### src/rtl/uart_tx_fifo_if.sv
// Write-side bus of uart_tx_fifo: the core pushes bytes and reads back FIFO status.
interface uart_tx_fifo_if #(
  parameter int DATA_BITS  = 8,
  parameter int FIFO_DEPTH = 16
);
  localparam int LW = $clog2(FIFO_DEPTH) + 1;

  // Handshake: a byte on uart_dat_i is taken on the rising edge where
  // uart_wr_i=1 and uart_full_o=0. There is no back-pressure beyond that:
  // a write seen while full is discarded and latches uart_ovf_o until cleared.
  logic                 uart_wr_i;
  logic [DATA_BITS-1:0] uart_dat_i;
  logic                 uart_ovf_clr_i;
  logic                 uart_full_o;
  logic [LW-1:0]        uart_level_o;
  logic                 uart_busy_o;
  logic                 uart_ovf_o;

  modport master (
    output uart_wr_i, uart_dat_i, uart_ovf_clr_i,
    input  uart_full_o, uart_level_o, uart_busy_o, uart_ovf_o
  );

  modport slave (
    input  uart_wr_i, uart_dat_i, uart_ovf_clr_i,
    output uart_full_o, uart_level_o, uart_busy_o, uart_ovf_o
  );
endinterface

### src/rtl/uart_tx_fifo.sv
// UART transmitter fed by a TX FIFO, with a fractional (accumulator) baud generator.
// Frames are chained back-to-back; uart_state_o exposes the FSM (0 = idle).
module uart_tx_fifo #(
  parameter int CLK_HZ     = 100000000,
  parameter int BAUD       = 115200,
  parameter int DATA_BITS  = 8,
  parameter int PARITY     = 0,
  parameter int STOP_BITS  = 1,
  parameter int FIFO_DEPTH = 16
) (
  input  logic          sys_clk_i,
  input  logic          sys_rstn_i,
  uart_tx_fifo_if.slave bus,
  output logic          uart_tx,
  output logic [2:0]    uart_state_o
);
  localparam int AW    = $clog2(FIFO_DEPTH);
  localparam int LW    = AW + 1;
  localparam int ACC_W = $clog2(CLK_HZ + BAUD) + 1;
  localparam int BCW   = $clog2(DATA_BITS);

  localparam logic [ACC_W-1:0] BAUD_INC = ACC_W'(BAUD);
  localparam logic [ACC_W-1:0] CLK_MOD  = ACC_W'(CLK_HZ);
  localparam logic [BCW-1:0]   LAST_BIT = BCW'(DATA_BITS - 1);
  localparam logic [LW-1:0]    DEPTH_LV = LW'(FIFO_DEPTH);

  typedef enum logic [2:0] {
    S_IDLE   = 3'd0,
    S_START  = 3'd1,
    S_DATA   = 3'd2,
    S_PARITY = 3'd3,
    S_STOP   = 3'd4
  } state_e;

  // ---------------- FIFO ----------------
  logic [DATA_BITS-1:0] mem [FIFO_DEPTH];
  logic [AW-1:0]        wr_ptr;
  logic [AW-1:0]        rd_ptr;
  logic [LW-1:0]        level;
  logic [LW-1:0]        level_nxt;
  logic                 full;
  logic                 ovf;
  logic                 push;
  logic                 pop;
  logic [DATA_BITS-1:0] head;

  assign push = bus.uart_wr_i & ~full;
  assign head = mem[rd_ptr];

  always_comb begin
    level_nxt = level;
    case ({push, pop})
      2'b10:   level_nxt = level + LW'(1);
      2'b01:   level_nxt = level - LW'(1);
      default: level_nxt = level;
    endcase
  end

  always_ff @(posedge sys_clk_i) begin
    if (push) mem[wr_ptr] <= bus.uart_dat_i;
  end

  always_ff @(posedge sys_clk_i or negedge sys_rstn_i) begin
    if (!sys_rstn_i) begin
      wr_ptr <= '0;
      rd_ptr <= '0;
      level  <= '0;
      full   <= 1'b0;
      ovf    <= 1'b0;
    end else begin
      if (push) wr_ptr <= wr_ptr + AW'(1);
      if (pop)  rd_ptr <= rd_ptr + AW'(1);
      level <= level_nxt;
      full  <= (level_nxt == DEPTH_LV);
      // A dropped write outranks a same-cycle clear so no overflow goes unseen.
      if (bus.uart_wr_i && full)     ovf <= 1'b1;
      else if (bus.uart_ovf_clr_i)   ovf <= 1'b0;
    end
  end

  // ---------------- Baud generator + FSM ----------------
  state_e               state;
  state_e               state_nxt;
  logic [ACC_W-1:0]     acc;
  logic [ACC_W-1:0]     acc_nxt;
  logic [ACC_W-1:0]     acc_sum;
  logic                 tick;
  logic [DATA_BITS-1:0] sh;
  logic [DATA_BITS-1:0] sh_nxt;
  logic [BCW-1:0]       bit_cnt;
  logic [BCW-1:0]       bit_cnt_nxt;
  logic                 stop_cnt;
  logic                 stop_cnt_nxt;
  logic                 par;
  logic                 par_nxt;
  logic                 tx;
  logic                 tx_nxt;
  logic                 load;

  assign acc_sum = acc + BAUD_INC;
  assign tick    = (state != S_IDLE) && (acc_sum >= CLK_MOD);

  always_ff @(posedge sys_clk_i or negedge sys_rstn_i) begin
    if (!sys_rstn_i) begin
      state    <= S_IDLE;
      acc      <= '0;
      sh       <= '0;
      bit_cnt  <= '0;
      stop_cnt <= 1'b0;
      par      <= 1'b0;
      tx       <= 1'b1;
    end else begin
      state    <= state_nxt;
      acc      <= acc_nxt;
      sh       <= sh_nxt;
      bit_cnt  <= bit_cnt_nxt;
      stop_cnt <= stop_cnt_nxt;
      par      <= par_nxt;
      tx       <= tx_nxt;
    end
  end

  always_comb begin
    state_nxt    = state;
    acc_nxt      = acc;
    sh_nxt       = sh;
    bit_cnt_nxt  = bit_cnt;
    stop_cnt_nxt = stop_cnt;
    par_nxt      = par;
    tx_nxt       = tx;
    load         = 1'b0;
    pop          = 1'b0;

    if (state != S_IDLE) acc_nxt = tick ? (acc_sum - CLK_MOD) : acc_sum;

    case (state)
      S_IDLE: begin
        if (level != '0) begin
          load    = 1'b1;
          acc_nxt = '0;
        end
      end
      S_START: begin
        if (tick) begin
          tx_nxt      = sh[0];
          sh_nxt      = sh >> 1;
          bit_cnt_nxt = '0;
          state_nxt   = S_DATA;
        end
      end
      S_DATA: begin
        if (tick) begin
          if (bit_cnt == LAST_BIT) begin
            if (PARITY != 0) begin
              tx_nxt    = par;
              state_nxt = S_PARITY;
            end else begin
              tx_nxt       = 1'b1;
              stop_cnt_nxt = 1'b0;
              state_nxt    = S_STOP;
            end
          end else begin
            tx_nxt      = sh[0];
            sh_nxt      = sh >> 1;
            bit_cnt_nxt = bit_cnt + BCW'(1);
          end
        end
      end
      S_PARITY: begin
        if (tick) begin
          tx_nxt       = 1'b1;
          stop_cnt_nxt = 1'b0;
          state_nxt    = S_STOP;
        end
      end
      S_STOP: begin
        if (tick) begin
          if (stop_cnt == 1'(STOP_BITS - 1)) begin
            // Chain the next frame without an idle gap; the accumulator keeps
            // its fractional remainder so the long-run rate stays exact.
            if (level != '0) load = 1'b1;
            else             state_nxt = S_IDLE;
          end else begin
            stop_cnt_nxt = 1'b1;
          end
        end
      end
      default: state_nxt = S_IDLE;
    endcase

    if (load) begin
      pop       = 1'b1;
      sh_nxt    = head;
      par_nxt   = (PARITY == 2) ? ^head : ~^head;
      tx_nxt    = 1'b0;
      state_nxt = S_START;
    end
  end

  assign uart_tx          = tx;
  assign uart_state_o     = state;
  assign bus.uart_full_o  = full;
  assign bus.uart_level_o = level;
  assign bus.uart_ovf_o   = ovf;
  assign bus.uart_busy_o  = (state != S_IDLE) || (level != '0);
endmodule

### src/flat_wrapper.sv
// flat-port wrapper written by rule: the top's interface ports become plain ports
module uart_tx_fifo_flat 
#(
  parameter int CLK_HZ     = 100000000,
  parameter int BAUD       = 115200,
  parameter int DATA_BITS  = 8,
  parameter int PARITY     = 0,
  parameter int STOP_BITS  = 1,
  parameter int FIFO_DEPTH = 16
)
  (sys_clk_i, sys_rstn_i, uart_tx, uart_state_o, bus_uart_wr_i, bus_uart_dat_i, bus_uart_ovf_clr_i, bus_uart_full_o, bus_uart_level_o, bus_uart_busy_o, bus_uart_ovf_o);
  uart_tx_fifo_if #(.DATA_BITS(DATA_BITS), .FIFO_DEPTH(FIFO_DEPTH)) bus_i ();
  input  logic sys_clk_i;
  input  logic sys_rstn_i;
  output logic uart_tx;
  output logic [2:0] uart_state_o;
  input wire logic [$bits(bus_i.uart_wr_i)-1:0] bus_uart_wr_i;
  input wire logic [$bits(bus_i.uart_dat_i)-1:0] bus_uart_dat_i;
  input wire logic [$bits(bus_i.uart_ovf_clr_i)-1:0] bus_uart_ovf_clr_i;
  output wire logic [$bits(bus_i.uart_full_o)-1:0] bus_uart_full_o;
  output wire logic [$bits(bus_i.uart_level_o)-1:0] bus_uart_level_o;
  output wire logic [$bits(bus_i.uart_busy_o)-1:0] bus_uart_busy_o;
  output wire logic [$bits(bus_i.uart_ovf_o)-1:0] bus_uart_ovf_o;
  assign bus_i.uart_wr_i = bus_uart_wr_i;
  assign bus_i.uart_dat_i = bus_uart_dat_i;
  assign bus_i.uart_ovf_clr_i = bus_uart_ovf_clr_i;
  assign bus_uart_full_o = bus_i.uart_full_o;
  assign bus_uart_level_o = bus_i.uart_level_o;
  assign bus_uart_busy_o = bus_i.uart_busy_o;
  assign bus_uart_ovf_o = bus_i.uart_ovf_o;
  uart_tx_fifo #(.CLK_HZ(CLK_HZ), .BAUD(BAUD), .DATA_BITS(DATA_BITS), .PARITY(PARITY), .STOP_BITS(STOP_BITS), .FIFO_DEPTH(FIFO_DEPTH)) u_core (.sys_clk_i(sys_clk_i), .sys_rstn_i(sys_rstn_i), .bus(bus_i), .uart_tx(uart_tx), .uart_state_o(uart_state_o));
endmodule
### config.mk
export PLATFORM = sky130hd
export DESIGN_NAME = uart_tx_fifo_flat
export DESIGN_NICKNAME = d
export VERILOG_FILES = /design/src/rtl/uart_tx_fifo_if.sv /design/src/rtl/uart_tx_fifo.sv /design/src/flat_wrapper.sv
export SDC_FILE = /design/constraint.sdc
export NUM_CORES = 1
export LEC_CHECK = 0
export BUFFER_PORTS_ARGS = -buffer_cell sky130_fd_sc_hd__buf_2
export CAP_MARGIN = 40
export CELL_PAD_IN_SITES_DETAIL_PLACEMENT = 0
export CELL_PAD_IN_SITES_GLOBAL_PLACEMENT = 1
export CORE_UTILIZATION = 47
export CTS_CLUSTER_SIZE = 40
export DETAILED_ROUTE_END_ITERATION = 16
export MAX_ROUTING_LAYER = met4
export PLACE_DENSITY = 0.88
export SLEW_MARGIN = 40
export SYNTH_ARGS = -nofsm -noshare
export SYNTH_HDL_FRONTEND = slang
export SYNTH_SLANG_ARGS = --single-unit
### constraint.sdc
create_clock -name sys_clk_i -period 3.9 [get_ports sys_clk_i]
set_input_delay 0.195 -clock sys_clk_i [delete_from_list [all_inputs] [get_ports sys_clk_i]]
set_output_delay 0.195 -clock sys_clk_i [all_outputs]
set_load 0.02 [all_outputs]
==> flow_summary.toml, run 1 <==
[yosys]
netlist_area_um2 = 8720
synth_edf_count = 128
synthFlopType = "edfxtp_1"
synthArstFlopShare = 0.281
ys_types = 80
synth_seq_area_share = 0.585
netlist_instances = 693
avgSynthCellArea_um2 = 12.6
synth_warnings = 0
synthesis.nets = 718
ys_ff_latch = 178

[final_layout]
design_area_um2 = 9980
nets = 762
drive_above_1_share = 0.220
area_growth_pct = 14.5
final_util = 0.552
diodes = 0
fillers = 1429

[setup_path]
critPathRequiredTime_ps = 4240
r2r_slack_ps = 210
crit_slowest_cell = "dfrtp_1"
crit_type = "flop to flop"
cp-start-kind = "flop"
crit_fanout = 9
cp_slowest_stage_delay_ps = 380
path_cells = "buf_4 -> and2_2 -> buf_4 -> nor4_4 -> o211a_1 -> o211ai_2 -> a2111oi_4 -> nor2_2 -> inv_2 -> nand2_1 -> xnor2_1 -> ha_1 -> inv_1 -> nand2_1 -> and3_1 -> o31ai_1 -> nor4b_2 -> nor4b_2"
path_buf_inv = 4
endpoint_kind = "flop"
crit_family = "simple AND/OR/NAND/NOR gates"
arrival_ps = 4030

[floorplanning]
fp-row-count = 49
die_y_um = 138
initial_core_util = 0.482
io_pins = 24
die_x_um = 138
coreArea_um2 = 18100
die_area_um2 = 19100

[grt]
grt_overflow = 0
antenna_found_initial = 0
grt_pass1_vias = 5824
grt_max_degree = 51
track_usage = 0.225
grt_pass1_wl_um = 31900

[sta]
hold_violations = 0
finalCriticalPeriod_ps = 3690
fin_crit_sh = 0.946
max_slew_margin = 0.551
worst_pin_slew_ps = 674
tns_ps = 0
setup_viol = 0
slew_viol_final = 0
clock_skew_ps = 14.6
max_freq_ghz = 0.271
finalHoldWorstSlack_ps = 180

[place]
dpl_cell_area_um2 = 9200
port_buffers = 23
routabilityCongestion = 0.906
dp_hpwl_um = 13200

[clock_tree]
htreeDepth = 4
cts_tree = "built"
cts_buffers = 17
path_clk_slew_ps = 80
cts_sinks = 178
cts-root-buf = "clkbuf_16"
insertion_delay_ps = 430
clk_path_buf_depth = 2

[route]
drc_errors = 0
ant_nets = 0
drt-vias-per-instance = 6.06
dr.pass1.iters = 6
wire_per_inst_um = 20.4
drt-total-wl_um = 20000
vias = 5936
drt-initial-drc-count = 482

[power]
p_per_area_nw_per_um2 = 690
ir_drop_v = 0.000484
power.total_w = 0.00688
power_leakage_nw = 3.65

[min_path]
hp-class = "input pin to flop"

[job]
maxCapViolCount = 0

[outcome]
status = "completed"
cell type report:
class,instances,area [um^2],share of cell area
multi-input cells,457,3430,0.344
inverters,17,63.8,0.00639
repair buffers,66,445,0.0446
well taps,229,287,0.0287
clock inverters,15,224,0.0224
clock buffers,17,425,0.0426
flip-flops and latches,178,5100,0.511
layout by cell type, fill, tap and decap left out, types with 4 or more instances in the layout:
cell type    n
dfrtp_1     43
o21ai_0     51
mux2_2      10
nor3_1       9
a31oi_1      6
xor2_1       7
a22oi_1      8
clkbuf_16   17
or3_1        5
inv_1       14
nor2_1      25
ha_1        12
and3_1       6
mux4_2      16
edfxtp_1   128
buf_4       40
nor2b_1      6
and2_1      18
o21a_1       4
clkinv_8     4
o211ai_1     5
nand2_1     49
xnor2_1     12
o21bai_1     4
a21oi_1     49
nand3_1     18
nand2b_1     6
a21o_1       4
o22ai_1      8
a221o_1      7
nand4_1      5
a221oi_1     7
buf_2       23
mux2i_1     26
dfrtp_2      6
worst paths after layout:
| check | start | cells after the start | end |
|---|---|---|---|
| min | bus_uart_dat_i[4] | 1 | u_core.mem[14][4]$_DFFE_PP_ |
| max in group asynchronous | sys_rstn_i | 3 | u_core.rd_ptr[1]$_DFFE_PN0P_ |
| min reg2reg | u_core.acc[23]$_DFF_PN0_ | 1 | u_core.acc[23]$_DFF_PN0_ |
| max | u_core.acc[9]$_DFF_PN0_ | 18 | u_core.bus.uart_full_o$_DFF_PN0_ |
| min in group asynchronous | sys_rstn_i | 3 | u_core.acc[22]$_DFF_PN0_ |
| max reg2reg | u_core.acc[9]$_DFF_PN0_ | 18 | u_core.bus.uart_full_o$_DFF_PN0_ |
stage by stage:
step / std cells / worst slack (ps)
2_1_floorplan: 693 / 9.68
3_5_place_dp: 938 / 157
3_3_place_gp: 938 / 257
5_1_grt: 979 / -70.1
4_1_cts: 973 / 144
6_report: 979 / 211
repair_timing:
item                                    in CTS  in global routing
endpoints found under the setup margin       0                  2
hold endpoints to repair                    50                  0
setup buffers                                0                  6
hold buffers                                 3                  0
gates resized for setup                      0                 18
report_power, final:
part | switching, W | leakage [nW] | internal [W]
Clock | 0.000797 | 0.311 | 0.00104
Sequential | 0.000360 | 1.78 | 0.00235
Combinational | 0.00131 | 1.56 | 0.00102
kinds of logic (layout without fill, tap and decap cells):
family / after synthesis / after routing / synth area share
buffers and inverters: 58 / 115 / 0.0291
muxes: 52 / 52 / 0.0841
DFF: 178 / 178 / 0.585
adders and majority gates: 13 / 13 / 0.0187
AOI/OAI and AO/OA: 192 / 192 / 0.149
and+or+nand+nor: 180 / 180 / 0.115
xor gates and xnor gates: 20 / 20 / 0.0201
layer usage:
metal,global-route usage,wire length (um),vias to the layer above
li1,-,-,2755
met2,0.361,10000,169
met3,0.0471,956,41
met5,-,0,-
met4,0.0887,487,0
met1,0.280,8550,2971
registers in the layout (all words and copies together) (netlist names):
register and count:
u_core.acc 20, u_core.bit_cnt 3, u_core.bus.uart_full_o 1, u_core.bus.uart_level_o 5, u_core.bus.uart_ovf_o 1, u_core.mem 128, u_core.rd_ptr 4, u_core.sh 8
u_core.uart_state_o 3, u_core.uart_tx 1, u_core.wr_ptr 4
synthesized netlist by cell type (all sizes together), types with 4 or more instances:
master	number	area share
nor4	5	0.0070
mux2	10	0.013
mux2i	26	0.030
inv	15	0.0065
o21bai	4	0.0034
ha	13	0.019
and2	19	0.014
a22oi	8	0.0069
xnor2	13	0.013
xor2	7	0.0070
o22ai	8	0.0057
or3	6	0.0043
dfrtp	49	0.14
nor2b	6	0.0043
nand4	6	0.0060
clkbuf	28	0.012
a31oi	6	0.0043
nand2	50	0.022
nand2b	6	0.0043
a21o	4	0.0034
edfxtp	128	0.44
mux4	16	0.041
o21a	4	0.0034
a221oi	7	0.0070
and3	6	0.0043
nor3	13	0.0093
a221o	7	0.0080
o211ai	7	0.0072
nand3	20	0.012
o21ai	53	0.030
buf	13	0.0098
a21oi	50	0.029
o31ai	4	0.0034
nor2	26	0.011
Note: power is estimated with default switching activity, not from simulation.
==> inputs of run 2 (changes only) <==
Settings changed: CORE_UTILIZATION 47 to 38, PLACE_DENSITY 0.88 to 0.76, SKIP_LAST_GASP from default to 1.
==> run 2 against run 1 <==
- worst setup slack improved by 80 ps
- final cell count up 6.0%
- fmax is 2.2% higher
- utilization fell by 11 points
- critical endpoint unchanged
- highest routed layer unchanged
==> flow_summary.toml, run 2 (synthesis results as in run 1) <==
[route]
wl_met2_um = 9170
ant_nets = 0
dr.pass1.iters = 5
wl_met3_um = 645
drt-vias-per-instance = 5.56
drt-total-wl_um = 19200
met1Wirelength_um = 8910
drc_errors = 0
wire_per_inst_um = 18.5
vias = 5768
top_layer_used = "met4"
drt-initial-drc-count = 410

[power]
ir_drop_v = 0.000313
p_per_area_nw_per_um2 = 670
power_leakage_nw = 3.64

[final_layout]
layout.cells.most_common = "edfxtp_1"
nets = 765
reg_top3 = "u_core.mem x128, u_core.acc x20, u_core.sh x8"
fin_cells = 1038
top_register = "u_core.mem"
diodes = 0
area_growth_pct = 15.2
fillers = 2039
drive_above_1_share = 0.218
layout_common_cells = "128 x edfxtp_1, 51 x o21ai_0, 49 x a21oi_1, 49 x nand2_1, 46 x dfrtp_1"
largest_reg_flops = 128

[sta]
slew_viol_final = 0
clock_skew_ps = 8.17
max_slew_margin = 0.555
fin_crit_sh = 0.925
finalCriticalPeriod_ps = 3610
worst_pin_slew_ps = 667
tns_ps = 0
hold_violations = 0
setup_viol = 0
max_freq_ghz = 0.277

[clock_tree]
cts-root-buf = "clkbuf_16"
cts_sinks = 178
htreeDepth = 4
cts_tree = "built"
path_clk_slew_ps = 70
cts_buffers = 17
clk_path_buf_depth = 2
insertion_delay_ps = 440

[floorplanning]
die_area_um2 = 23600
die_x_um = 153
initial_core_util = 0.386
coreArea_um2 = 22600
fp-row-count = 55
die_y_um = 153
io_pins = 24

[grt]
track_usage = 0.180
antenna_found_initial = 0
grt_pass1_vias = 5723
grt_overflow = 0
grt_pass1_wl_um = 31500
grt_max_degree = 52

[place]
placed_cells = 997
dp_hpwl_um = 13000
routabilityCongestion = 0.838
port_buffers = 23

[setup_path]
crit_type = "flop to flop"
endpoint_kind = "flop"
crit_fanout = 7
critPathRequiredTime_ps = 4250
cp-start-kind = "flop"
arrival_ps = 3950

[outcome]
status = "completed"

[min_path]
hp-class = "input pin to flop"

[job]
maxCapViolCount = 0
==> run 2: cell count changes in the layout (fill, tap and decap cells not counted), sizes merged <==
cell | previous run | this run
buf | 63 | 66
clkinv | 9 | 6
clkinvlp | 1 | 3
inv | 19 | 23
bufinv | 3 | 0
==> run 2: per-stage QoR <==
stage | hold WS, ps | worst slack (ps) | util | total power [W] | cell area [um^2]
detailed placement | 118 | 63.5 | 0.412 | 0.00500 | 9300
global route | 142 | -9.97 | 0.445 | 0.00711 | 10000
CTS | 129 | 51.9 | 0.440 | 0.00668 | 9920
floorplan | -101 | 9.68 | - | 0.00430 | 8720
global placement | 111 | 78.3 | 0.412 | 0.00498 | 9300
finish | 147 | 291 | 0.445 | 0.00673 | 10000
==> run 2: timing repair <==
action | 4_1_cts | 5_1_grt
hold buffers | 3 | 0
setup endpoints to repair | 1 | 2
gates resized for setup | 1 | 16
buffers inserted | 0 | 6
hold endpoints to repair | 12 | 0
pin swaps | 0 | 8
==> run 2: where the power goes <==
part           internal [W]  leakage (nW)  switching (W)
registers           0.00235          1.78       0.000299
logic               0.00106          1.58        0.00135
clock network      0.000857         0.278       0.000815
total               0.00427          3.64        0.00246
==> run 2: layout make-up <==
type                    instances  area [um^2]  share of cell area
clock buffers                  17          425              0.0423
clock inverters                15          159              0.0158
inverters                      17         63.8             0.00635
multi-input cells             457         3450               0.343
flip-flops and latches        178         5100               0.508
well taps                     285          357              0.0355
repair buffers                 69          492              0.0489
==> run 2: worst paths after layout <==
check	startpoint	end	slack, ps	depth (start not counted)
worst min register to register	u_core.acc[23]$_DFF_PN0_	u_core.acc[23]$_DFF_PN0_	470	1
worst max register to register	u_core.acc[10]$_DFF_PN0_	u_core.bus.uart_full_o$_DFF_PN0_	290	16
max in group asynchronous	sys_rstn_i	u_core.rd_ptr[1]$_DFFE_PN0P_	2830	3
min in group asynchronous	sys_rstn_i	u_core.acc[13]$_DFF_PN0_	190	2
worst max-delay path	u_core.acc[10]$_DFF_PN0_	u_core.bus.uart_full_o$_DFF_PN0_	290	16
worst min-delay path	bus_uart_dat_i[4]	u_core.mem[11][4]$_DFFE_PP_	150	1
==> run 2: routing by layer <==
layer | vias up | track usage
li1 | 2761 | -
met1 | 2846 | 0.234
met2 | 130 | 0.277
met3 | 31 | 0.0320
met4 | 0 | 0.0762
met5 | - | -
==> run 2: worst max-delay path, cell delays in order, from the launching register on <==
cell and delay, ps:
dfrtp_1 420, ha_4 210, nand4_4 120, buf_6 150, o211ai_1 160, o31a_1 190
a211o_1 300, a2111oi_4 400, nor2_2 100, inv_2 80, nand2_1 80, xnor2_1 140
ha_2 190, or4_1 400, o31ai_1 260, nor3_1 120, nor4b_2 210
==> inputs of run 3 (changes only) <==
==> constraint.sdc (replaced) <==
create_clock -name sys_clk_i -period 3.9 [get_ports sys_clk_i]
set_input_delay 0.39 -clock sys_clk_i [delete_from_list [all_inputs] [get_ports sys_clk_i]]
set_output_delay 0.39 -clock sys_clk_i [all_outputs]
set_load 0.02 [all_outputs]
==> run 3 against run 2 <==
- worst setup slack lost 28 ps
- hold slack got worse by 19 ps
- via count shrank 0.45%
- largest cell class unchanged
- highest routed layer unchanged
==> flow_summary.toml, run 3 (synthesis results as in run 1) <==
[outcome]
status = "completed"

[setup_path]
crit_type = "flop to flop"
crit_slowest_cell = "dfrtp_1"
critPathRequiredTime_ps = 4250
cp_slowest_stage_delay_ps = 410
arrival_ps = 3990
cp-start-kind = "flop"
path_cells = "ha_4 -> nand4_4 -> buf_6 -> nor4_4 -> o211a_1 -> o211ai_2 -> a2111oi_4 -> nor2_2 -> inv_2 -> nand2_1 -> xnor2_1 -> ha_2 -> inv_1 -> nand2_2 -> and3_4 -> o31ai_2 -> nor4b_4 -> nor4b_2"
crit_fanout = 7
endpoint_kind = "flop"

[grt]
grt_pass1_wl_um = 31200
grt_max_degree = 52
grt_pass1_vias = 5661
track_usage = 0.178
grt_overflow = 0
antenna_found_initial = 0

[route]
ant_nets = 0
drt-total-wl_um = 19200
drt-initial-drc-count = 359
vias = 5742
drt-vias-per-instance = 5.54
wire_per_inst_um = 18.5
dr.pass1.iters = 5
drc_errors = 0

[power]
power_frac_seq = 0.387
ir_drop_v = 0.000481
p_switching_w = 0.00253
internal_power_w = 0.00430
sw_frac_of_total = 0.370
power_leakage_nw = 3.63
p_comb_frac = 0.355
pwr-share-clk = 0.257
power.total_w = 0.00683
p_per_area_nw_per_um2 = 679

[sta]
final.setup.worst_slack_ps = 264
clock_skew_ps = 10.2
max_freq_ghz = 0.275
hold_violations = 0
finalCriticalPeriod_ps = 3640
slew_viol_final = 0
setup_viol = 0
max_slew_margin = 0.551
fin_crit_sh = 0.932
worst_pin_slew_ps = 673

[final_layout]
drive_above_1_share = 0.224
fillers = 2063
top_register = "u_core.mem"
nets = 763
layout_common_cells = "128 x edfxtp_1, 51 x o21ai_0, 48 x a21oi_1, 48 x nand2_1, 44 x dfrtp_1"
reg_top3 = "u_core.mem x128, u_core.acc x20, u_core.sh x8"
largest_reg_flops = 128
diodes = 0
area_growth_pct = 15.4
layout.cells.most_common = "edfxtp_1"

[place]
dp_slack_ps = 104
routabilityCongestion = 0.854
dp_hpwl_um = 12900
port_buffers = 23

[floorplanning]
fp-row-count = 55
coreArea_um2 = 22600
die_y_um = 153
initial_core_util = 0.386
io_pins = 24
die_x_um = 153
die_area_um2 = 23600

[clock_tree]
cts_sinks = 178
cts_tree = "built"
clk_path_buf_depth = 2
insertion_delay_ps = 440
htreeDepth = 4
cts-root-buf = "clkbuf_16"
cts_buffers = 17
path_clk_slew_ps = 70

[min_path]
hp-class = "input pin to flop"

[job]
maxCapViolCount = 0
run 3: changes by cell type in the layout (fill, tap and decap cells not counted), moves of 2 or more:
cell / before / now
clkinv_8: 3 / 6
dfrtp_1: 46 / 44
dfrtp_2: 3 / 5
inv_12: 0 / 2
clkinvlp_4: 3 / 1
dlygate4sd3_1: 3 / 1
inv_8: 5 / 3
run 3: path summary, 6_finish.rpt:
| kind | from | endpoint | slack (ps) | depth (start not counted) |
|---|---|---|---|---|
| max | u_core.acc[9]$_DFF_PN0_ | u_core.bus.uart_full_o$_DFF_PN0_ | 260 | 18 |
| min | bus_uart_ovf_clr_i | u_core.bus.uart_ovf_o$_DFFE_PN0P_ | 130 | 2 |
| max reg2reg | u_core.acc[9]$_DFF_PN0_ | u_core.bus.uart_full_o$_DFF_PN0_ | 260 | 18 |
| min reg2reg | u_core.acc[23]$_DFF_PN0_ | u_core.acc[23]$_DFF_PN0_ | 470 | 1 |
| max in group asynchronous | sys_rstn_i | u_core.uart_tx$_DFFE_PN1P_ | 2600 | 3 |
| min in group asynchronous | sys_rstn_i | u_core.acc[22]$_DFF_PN0_ | 460 | 2 |
run 3: timing repair:
action | CTS | global route
endpoints found under the hold margin | 22 | 0
resized for setup | 0 | 19
setup buffers | 0 | 8
setup endpoints to repair | 0 | 2
hold buffers | 1 | 0
run 3: per-stage QoR:
step                 util  TNS [ps]  cells  cell area (um^2)  hold WS [ps]
floorplan               -         0    693              8720          94.4
global placement    0.411         0    995              9290           427
detailed placement  0.412         0    995              9290           412
CTS                 0.440         0   1028              9920           117
global route        0.446     -4.45   1036             10100           110
finish              0.446         0   1036             10100           128
run 3: cell type report:
type                            instances  area, um^2  share of cell area
Inverter                               17        63.8             0.00634
Multi-Input combinational cell        457        3450               0.343
Clock buffer                           17         425              0.0423
Timing Repair Buffer                   67         468              0.0465
Tap cell                              285         357              0.0354
Sequential cell                       178        5100               0.507
Clock inverter                         15         198              0.0196
run 3: critical path: cells and delay by family, from the launching register on:
family | cells | cell delay [ps]
and+or+nand+nor | 8 | 1290
xor gates and xnor gates | 1 | 150
buffers and inverters | 3 | 330
DFF | 1 | 410
adders and majority gates | 2 | 390
AOI/OAI and AO/OA | 4 | 980
run 3: layer usage:
layer  share of wire  vias up  track usage
met2            0.48      124        0.273
met1            0.46     2829        0.229
met5               0        -            -
li1                -     2755            -
met3           0.032       34       0.0301
met4           0.030        0       0.0876
run 3: power by group through the flow:
stage          Sequential [W]  Clock (W)  Combinational (W)
2_1_floorplan         0.00257          0            0.00173
5_1_grt               0.00269    0.00186            0.00266
3_3_place_gp          0.00266          0            0.00231
3_5_place_dp          0.00267          0            0.00232
4_1_cts               0.00263    0.00179            0.00233
6_report              0.00265    0.00176            0.00243
